File: src/rtl/resp_misr_capture.sv
// Response compactor: folds 8-bit core responses into a 16-bit MISR signature over
// N_PAT accepted patterns, then flags done and compares against a golden signature.
module resp_misr_capture #(
  parameter int unsigned N_PAT = 256,
  parameter logic [15:0] SEED  = 16'h0000,
  parameter logic [15:0] POLY  = 16'h1021
) (
  input  logic        clk,
  input  logic        rst,
  input  logic        start,
  input  logic        resp_valid,
  input  logic [7:0]  resp,
  input  logic [15:0] golden,
  output logic        resp_ready,
  output logic        busy,
  output logic        done,
  output logic        match,
  output logic [15:0] sig,
  output logic [15:0] pat_cnt
);

  localparam logic [15:0] NPatW = 16'(N_PAT);

  typedef enum logic [1:0] {
    StIdle = 2'd0,
    StRun  = 2'd1,
    StDone = 2'd2
  } state_e;

  state_e      state_q, state_d;
  logic [15:0] sig_q, sig_d;
  logic [15:0] cnt_q, cnt_d;
  logic [15:0] sig_shift;
  logic [15:0] cnt_inc;

  assign sig_shift = {sig_q[14:0], 1'b0} ^ (sig_q[15] ? POLY : 16'h0000);
  assign cnt_inc   = cnt_q + 16'd1;

  always_comb begin
    state_d    = state_q;
    sig_d      = sig_q;
    cnt_d      = cnt_q;
    resp_ready = 1'b0;
    busy       = 1'b0;
    done       = 1'b0;
    unique case (state_q)
      StIdle: begin
        if (start) begin
          state_d = StRun;
          sig_d   = SEED;
          cnt_d   = 16'd0;
        end
      end
      StRun: begin
        resp_ready = 1'b1;
        busy       = 1'b1;
        if (resp_valid) begin
          sig_d = sig_shift ^ {8'h00, resp};
          cnt_d = cnt_inc;
          // Leave on the same edge as the final accept.
          if (cnt_inc == NPatW) state_d = StDone;
        end
      end
      StDone: begin
        done = 1'b1;
        if (start) begin
          state_d = StRun;
          sig_d   = SEED;
          cnt_d   = 16'd0;
        end
      end
      default: state_d = StIdle;
    endcase
  end

  always_ff @(posedge clk) begin
    if (rst) begin
      state_q <= StIdle;
      sig_q   <= SEED;
      cnt_q   <= 16'd0;
    end else begin
      state_q <= state_d;
      sig_q   <= sig_d;
      cnt_q   <= cnt_d;
    end
  end

  assign sig     = sig_q;
  assign pat_cnt = cnt_q;
  assign match   = done && (sig_q == golden);

endmodule

File: config.mk
export PLATFORM = sky130hd
export DESIGN_NAME = resp_misr_capture
export DESIGN_NICKNAME = d
export VERILOG_FILES = /design/src/rtl/resp_misr_capture.sv
export SDC_FILE = /design/constraint.sdc
export NUM_CORES = 1
export LEC_CHECK = 0
export ABC_CLOCK_PERIOD_IN_PS = 6300
export CORE_MARGIN = 4
export CORE_UTILIZATION = 45
export CTS_CLUSTER_SIZE = 16
export DETAILED_ROUTE_END_ITERATION = 16
export GPL_TIMING_DRIVEN = 0
export PLACE_DENSITY = 0.77
export SLEW_MARGIN = 15
export SYNTH_ARGS = -nofsm -noshare
export SYNTH_HDL_FRONTEND = slang
export SYNTH_SLANG_ARGS = --single-unit
export TNS_END_PERCENT = 30
File: constraint.sdc
create_clock -name clk -period 6.3 [get_ports clk]
set_input_delay 0.63 -clock clk [delete_from_list [all_inputs] [get_ports clk]]
set_output_delay 0.63 -clock clk [all_outputs]
set_load 0.005 [all_outputs]
==> reports/metrics.cfg <==
[die]
die_y_um=73.7
pin_count=64
rows=23
die-area_um2=5440
core-area_um2=4090
dieWidth_um=73.7
initial_core_util=0.476

[drt]
vias=2044
totalWireLength_mm=5.87
ant_nets=0
routedWlPerCell_um=16.3
drtIter0Drc=195
via_per_inst=5.69
drtPass1Iterations=4
remaining_drc_errors=0

[sta]
worstMarginPinSlew_ps=593
max_freq_mhz=326
hold_ws_ps=522
finalCritPeriodShare=0.486
tns_ps=0
hold_viol_final=0
relSlewSlack=0.602
finClkSkew_ps=6.67
setup_viol=0
fin_ws_ps=3240
min_period_ps=3060
drv_slew=0
rsz0062_at_grt=false

[logic_synthesis]
ys_types=46
synth-edff-count=0
synthCells=239
synth_warnings=0
seq_area_frac_synth=0.350
synth_top_area_share=0.350
synth_top_cell_by_area=dfxtp_1
synth_area_um2=1940
netlist_top_cells_count=40 x nor2_1, 34 x dfxtp_1, 17 x a22oi_1
syn_nets=269
async_flop_share=0
synth_area_per_cell_um2=8.14
ys_ff_latch=34
synth_area_leaders=dfxtp_1 35%, nor2_1 7.7%, xnor2_1 6.8%
synth_ff_type=dfxtp_1
yosysMostFrequentCell=nor2_1

[grt]
grtUsageTotal=0.227
grt_pass1_wl_mm=9.34
grt_pass1_vias=1863
grt.overflow.total=0
grt_max_degree=11
antenna_found_initial=0

[setup_path]
crit_type=input pin to output port
crit_chain=clkdlybuf4s50_1 -> xor2_1 -> nor4_1 -> nand4_1 -> nor4_1 -> clkdlybuf4s50_1
cp_max_fo=1
critPathMaxStageDelay_ps=580
cpMaxStageDelayCell=clkdlybuf4s50_1
crit_required_ps=5670
endpoint_kind=output port
critPathLaunchType=input pin
cp_data_arrival_time_ps=2430
reg2regPathDepth=8

[pwr]
p_leak_nw=0.983
irDropWorstVdd_v=0.000148
p_per_area_nw_per_um2=177

[cells_and_area]
instances_no_fill=359
nets=338
syn2layout_area_growth_pct=40.6
antennaDiodeCount=0
drive_gt1_frac=0.0744
final_area_um2=2730

[hold_path]
whs_path_depth=2
min_path_type=flip-flop to flip-flop

[clock_network]
clkTransAtPathRegs_ps=70
cts_tree=done
root_buffer=clkbuf_8
cts_setup_buffers=0
cts.sinks=34
h-tree-depth=2
numCtsBuffers=5
clockBufferDepth=2
clk-insertion-delay-late_ps=290
cts.hold.buffers_added=0
cts_resized=0

[run_status]
status=finished, final reports clean

[placement]
place_area_um2=2630
dpl_worst_slack_ps=3240
dp.cells=351
place.gp.congestion=0.847
io_buffers=62
place_hpwl_mm=4.23

[flow_run]
max_cap_violations=0

==> through the flow <==
step,power (mW),util
2_1_floorplan,0.257,-
3_3_place_gp,0.290,0.643
3_5_place_dp,0.291,0.643
4_1_cts,0.489,0.669
5_1_grt,0.502,0.669
6_report,0.485,0.669
==> power by group <==
group / internal (mW) / switching (mW)
registers: 0.218 / 0.00462
clock network: 0.118 / 0.0798
logic: 0.0335 / 0.0310
==> layout by cell type, fill, tap and decap left out, types with 8 or more instances in the layout <==
master	Yosys	layout
nand4_1	8	8
xnor2_1	15	15
nor2_1	40	40
clkbuf_1	8	10
xor2_1	13	13
a21oi_1	14	14
nand2_1	11	11
o21ai_0	10	10
clkdlybuf4s50_1	0	62
nand3_1	8	8
a22oi_1	17	17
dfxtp_1	34	34
==> flip-flops by register name (all words and copies together), names as in the netlist <==
signal   cells
pat_cnt     16
sig         16
state_q      2
==> worst max-delay path, delay by kind of cell <==
| kind | cells | cell delay [ps] |
|---|---|---|
| XOR/XNOR | 1 | 160 |
| AND/OR/NAND/NOR | 3 | 650 |
| buffers and inverters | 2 | 990 |
==> routing by layer <==
| layer | up-vias | GRT usage | share of wire |
|---|---|---|---|
| met5 | - | 0 | 0 |
| met4 | 0 | 0.107 | 0.018 |
| met3 | 9 | 0.0479 | 0.053 |
| met2 | 66 | 0.343 | 0.48 |
| met1 | 964 | 0.305 | 0.45 |
| li1 | 1005 | - | - |
==> worst paths after layout <==
path	start	endpoint	slack, ps
max	golden[1]	match	3240
min	sig[12]$_SDFFE_PP0P_	sig[12]$_SDFFE_PP0P_	520
max reg2reg	pat_cnt[0]$_SDFFE_PP0P_	state_q[0]$_SDFFE_PP0P_	4030
min reg2reg	sig[12]$_SDFFE_PP0P_	sig[12]$_SDFFE_PP0P_	520
==> cell type report <==
class	instances	area (um2)
clock buffers	7	76.3
clock inverters	1	30.0
multi-input cells	185	1170
flip-flops and latches	34	681
repair buffers	62	621
fillers	383	1350
inverters	2	7.51
plain buffers	18	83.8
well taps	50	62.6
==> kinds of logic after synthesis <==
kind of cell               count (synthesis)  synth area share
adders and majority gates                  2            0.0129
buffers and inverters                     20            0.0470
xor gates and xnor gates                  28             0.126
muxes                                      2            0.0103
AOI/OAI and AO/OA                         58             0.205
DFF                                       34             0.350
and+or+nand+nor                           95             0.248
(Power assumes the default switching activity.)
==> edit 1 (same settings) <==
Put one more register stage on the output `pat_cnt`. The value now appears one clock later. The other outputs are not delayed to match.
--- a/src/rtl/resp_misr_capture.sv
+++ b/src/rtl/resp_misr_capture.sv
@@ -88,3 +88,5 @@
   assign sig     = sig_q;
-  assign pat_cnt = cnt_q;
+  always_ff @(posedge clk) begin
+    pat_cnt <= cnt_q;
+  end
   assign match   = done && (sig_q == golden);
Function: changed (a bounded check fails within 4 cycles, from zero or initial values and one cycle with rst high).
==> edit 1 against the unedited design <==
Setup slack lost 0.019 ns. Sequential power grew 44%. Synthesized area grew 17%. Routed wire length shrank 2.4%. Hold slack lost 0.17 ns. Sequential cell count grew 16. Power grew 23%. Final area grew 13%.
==> edit 1: results (changes against the unedited design) <==
stage	metric	value	unit	change
grt	largest net degree at the start of global routing	16		was 11
setup_path	Critical Path AT	2.45	ns	was 2.43 ns
placement	Cells after DPL	388		was 351
synth	synth top area cells	dfxtp_1, xnor2_1, xor2_1, nor2_1, a22oi_1		was dfxtp_1, nor2_1, xnor2_1, a22oi_1, xor2_1
synth	Avg Synthesized Cell Area	8.82	um2	was 8.14 um2
grt	GRT Resource Usage Total	0.190		was 0.227
power_and_ir_drop	worst IR drop on VDD	0.131	mV	was 0.148 mV
synth	Post-Syn Nets	289		was 269
final_layout	Fill cells	434		was 383
final_layout	Nets	358		was 338
power_and_ir_drop	LEAKAGE	0.00111	uW	was 0.000983 uW
run_status	status	finished clean		unchanged
placement	DP Worst Slack	3.25	ns	was 3.24 ns
grt	first-pass GRT wire length	9450	um	was 9340 um
grt	vias in the first global route	1900		was 1863
power_and_ir_drop	switching power total	133	uW	was 115 uW
final_layout	final non-filler cell total	396		was 359
setup_path	worst-case reg-to-reg path depth	7		was 8
worst_hold_path	Hold Path Depth	0		was 2
detailed_routing	via count	2073		was 2044
placement	Final HPWL DP	4280	um	was 4230 um
placement	gpl congestion	0.877		was 0.847
final_layout	share of cells above drive strength 1	0.0608		was 0.0744
detailed_routing	1st-iter DRT viols	159		was 195
synth	Synth top cells by count	dfxtp_1, nor2_1, nand2_1, xnor2_1, a21oi_1		was nor2_1, dfxtp_1, a22oi_1, xnor2_1, a21oi_1
synth	Seq/Total Area, Yosys	0.438		was 0.350
detailed_routing	drt total wl	5730	um	was 5870 um
==> edit 1: cell types whose count changed in the layout (fill, tap and decap cells not counted), moves of 4 or more <==
cell,before,now
dfxtp_1,34,50
nor2_1,40,29
nand2_1,11,20
nand3_1,8,13
a22oi_1,17,13
xnor2_1,15,19
==> edit 1: area by class of cell <==
cell class | instances | area [um2] | area share
Multi-Input combinational cell | 188 | 1180 | 0.380
Sequential cell | 50 | 1000 | 0.323
Timing Repair Buffer | 62 | 621 | 0.200
Buffer | 20 | 103 | 0.0331
Tap cell | 67 | 83.8 | 0.0271
Clock buffer | 5 | 68.8 | 0.0222
Clock inverter | 3 | 40.0 | 0.0129
Inverter | 1 | 3.75 | 0.00121
==> edit 1: per-layer routing <==
layer / part of all wire / routed length, um / GRT usage
met1: 0.45 / 2570 / 0.258
met4: 0.011 / 65 / 0.0515
met3: 0.047 / 271 / 0.0420
met5: 0 / 0 / 0
met2: 0.49 / 2820 / 0.305
==> edit 1: stage by stage <==
step	hold WS, ns	utilization	area, um2	total power [uW]
floorplan	0.326	-	2280	357
global placement	0.330	0.620	2990	387
detailed placement	0.336	0.620	2990	388
CTS	0.354	0.643	3100	603
global route	0.363	0.643	3100	626
finish	0.352	0.643	3100	598
==> edit 1: path summary, 6_finish.rpt <==
| kind | start | to | slack (ns) |
|---|---|---|---|
| worst max register to register | cnt_q[0] | state_q[1] | 3.86 |
| worst max-delay path | golden[13] | match | 3.22 |
| worst min-delay path | cnt_q[3] | pat_cnt[3] | 0.35 |
| worst min register to register | cnt_q[3] | pat_cnt[3] | 0.35 |
==> edit 1: power groups by stage <==
| stage | combinational, uW | sequential [uW] | clock (uW) |
|---|---|---|---|
| after floorplan | 29.3 | 327 | 0 |
| after global placement | 59.5 | 328 | 0 |
| after detailed placement | 60.5 | 328 | 0 |
| after CTS | 61.0 | 320 | 221 |
| after global routing | 66.3 | 321 | 239 |
| final | 60.8 | 320 | 217 |
==> edit 1: worst max-delay path: stages <==
cell and delay, ns:
clkdlybuf4s50_1 0.42, xor2_1 0.14, nor4_1 0.30, nand4_1 0.13
nor4_1 0.27, clkdlybuf4s50_1 0.56
==> edit 1: cell families after synthesis <==
kind of cell               after synthesis  synth area share
and+or+nand+nor                        103             0.237
DFF                                     50             0.438
AOI/OAI and AO/OA                       48             0.132
xor gates and xnor gates                34             0.130
buffers and inverters                   21            0.0466
adders and majority gates                2            0.0110
muxes                                    1           0.00438
==> edit 2 (config.mk and constraints unchanged) <==
Without the edit above. Change the parameter `N_PAT` from 256 to 128.
--- a/src/rtl/resp_misr_capture.sv
+++ b/src/rtl/resp_misr_capture.sv
@@ -3,3 +3,3 @@
 module resp_misr_capture #(
-  parameter int unsigned N_PAT = 256,
+  parameter int unsigned N_PAT = 128,
   parameter logic [15:0] SEED  = 16'h0000,
Formal check against the unedited RTL: same outputs for any inputs over 10 cycles, from zero or initial values and one cycle with rst high; that may be too few to reach the edited logic, so the function may still have changed.
==> edit 2 against the unedited design <==
Synthesized area shrank 0.19%. Count of clock-buffer cells in the layout is the same. Critical path depth is the same. Routed wire length shrank 9.7%. Sequential cell count is the same. Power shrank 5.8%. Clock power shrank 14%. Setup slack lost 0.042 ns. Final area shrank 0.69%. Utilization shrank 0.46 points. Largest cell class unchanged.
==> edit 2: results (changes against the unedited design) <==
stage	metric	value	unit	change
setup_path	worst-case reg-to-reg path depth	7		was 8
worst_hold_path	Worst Hold End	sig[12]		unchanged
placement	Final HPWL DP	3950	um	was 4230 um
synth	synth top area cells	dfxtp_1, xnor2_1, nor2_1, a22oi_1, xor2_1		was dfxtp_1, nor2_1, xnor2_1, a22oi_1, xor2_1
cts	Worst-Skew Late Latency	0.29	ns	about the same
grt	vias in the first global route	1846		was 1863
synth	Post-Syn Nets	275		was 269
power_and_ir_drop	worst IR drop on VDD	0.112	mV	was 0.148 mV
synth	mux cell area share after synthesis	0.00516		was 0.0103
final_layout	Fill cells	368		was 383
setup_path	CP max stage delay	0.49	ns	was 0.58 ns
grt	GRT Resource Usage Total	0.201		was 0.227
setup_path	Critical Path AT	2.48	ns	was 2.43 ns
synth	Synth Area in Adders	0.0129		about the same
synth	Seq/Total Area, Yosys	0.351		was 0.350
timing	Setup Skew	0.00337	ns	was 0.00667 ns
final_layout	antenna diode count	0		unchanged
placement	placed instance area	0.00262	mm2	was 0.00263 mm2
timing	final hold viol count	0		unchanged
synth	Synth top cells by count	nor2_1, dfxtp_1, xnor2_1, a22oi_1, nand2_1		was nor2_1, dfxtp_1, a22oi_1, xnor2_1, a21oi_1
setup_path	reg2reg start	pat_cnt[1]		was pat_cnt[0]
setup_path	reg-to-reg critical path endpoint	state_q[1]		was state_q[0]
grt	first-pass GRT wire length	8420	um	was 9340 um
timing	Slew Limit Headroom	0.481		was 0.602
placement	gpl congestion	0.855		was 0.847
run_status	status	finished clean		unchanged
power_and_ir_drop	LEAKAGE	0.000937	uW	was 0.000983 uW
synth	Unique masters post-synth	39		was 46
detailed_routing	drt total wl	5290	um	was 5870 um
detailed_routing	1st-iter DRT viols	103		was 195
setup_path	register-to-register setup slack	3.71	ns	was 4.03 ns
final_layout	share of cells above drive strength 1	0.0540		was 0.0744
synth	Synth Area in Compound Gates	0.181		was 0.205
synth	xor and xnor area share after synthesis	0.144		was 0.126
final_layout	Nets	344		was 338
synth	Async SR Flop Fraction	0		unchanged
detailed_routing	via count	2011		was 2044
-- edit 2: cells by family (layout without fill, tap and decap cells) --
kind of cell	Yosys count	in the layout
and+or+nand+nor	98	98
AOI/OAI and AO/OA	54	54
DFF	34	34
xor gates and xnor gates	32	32
buffers and inverters	24	94
adders and majority gates	2	2
muxes	1	1
-- edit 2: final cells by class --
cell class	instances	share of cell area
clock inverters	1	0.00184
plain buffers	21	0.0341
well taps	50	0.0230
inverters	3	0.00415
multi-input cells	187	0.426
clock buffers	7	0.0318
repair buffers	62	0.229
flip-flops and latches	34	0.251
-- edit 2: how the worst max path moves through the flow --
stage          slack, ns        from    endpoint
2_1_floorplan       4.07  pat_cnt[0]  state_q[1]
3_3_place_gp        3.17   golden[8]       match
3_5_place_dp        3.18  golden[15]       match
4_1_cts             3.17  golden[15]       match
5_1_grt             3.17   golden[8]       match
6_report            3.19  golden[15]       match
-- edit 2: critical path, delay by kind of cell --
kind | cells | cell delay [ns]
xor gates and xnor gates | 1 | 0.13
and+or+nand+nor | 3 | 0.74
buffers and inverters | 2 | 0.96
-- edit 2: per-layer routing --
layer	wire [um]	up-vias	GRT usage
met5	0	-	0
met4	73	0	0.0885
li1	-	1006	-
met3	332	7	0.0451
met1	2380	921	0.248
met2	2510	77	0.332
-- edit 2: stage by stage --
| stage | utilization | std cells | power [uW] | setup WS [ns] | hold slack [ns] |
|---|---|---|---|---|---|
| floorplan | - | 245 | 257 | 4.07 | 0.485 |
| global route | 0.664 | 365 | 471 | 3.17 | 0.539 |
| detailed placement | 0.642 | 357 | 291 | 3.18 | 0.504 |
| finish | 0.664 | 365 | 457 | 3.19 | 0.523 |
| CTS | 0.664 | 365 | 461 | 3.17 | 0.524 |
| global placement | 0.642 | 357 | 290 | 3.17 | 0.494 |
-- edit 2: where the power goes --
group / internal [uW] / total (uW) / switching, uW
sequential: 218 / 222 / 4.28
combinational: 33.5 / 64.2 / 30.7
clock: 88.2 / 171 / 82.5
total: 339 / 457 / 117
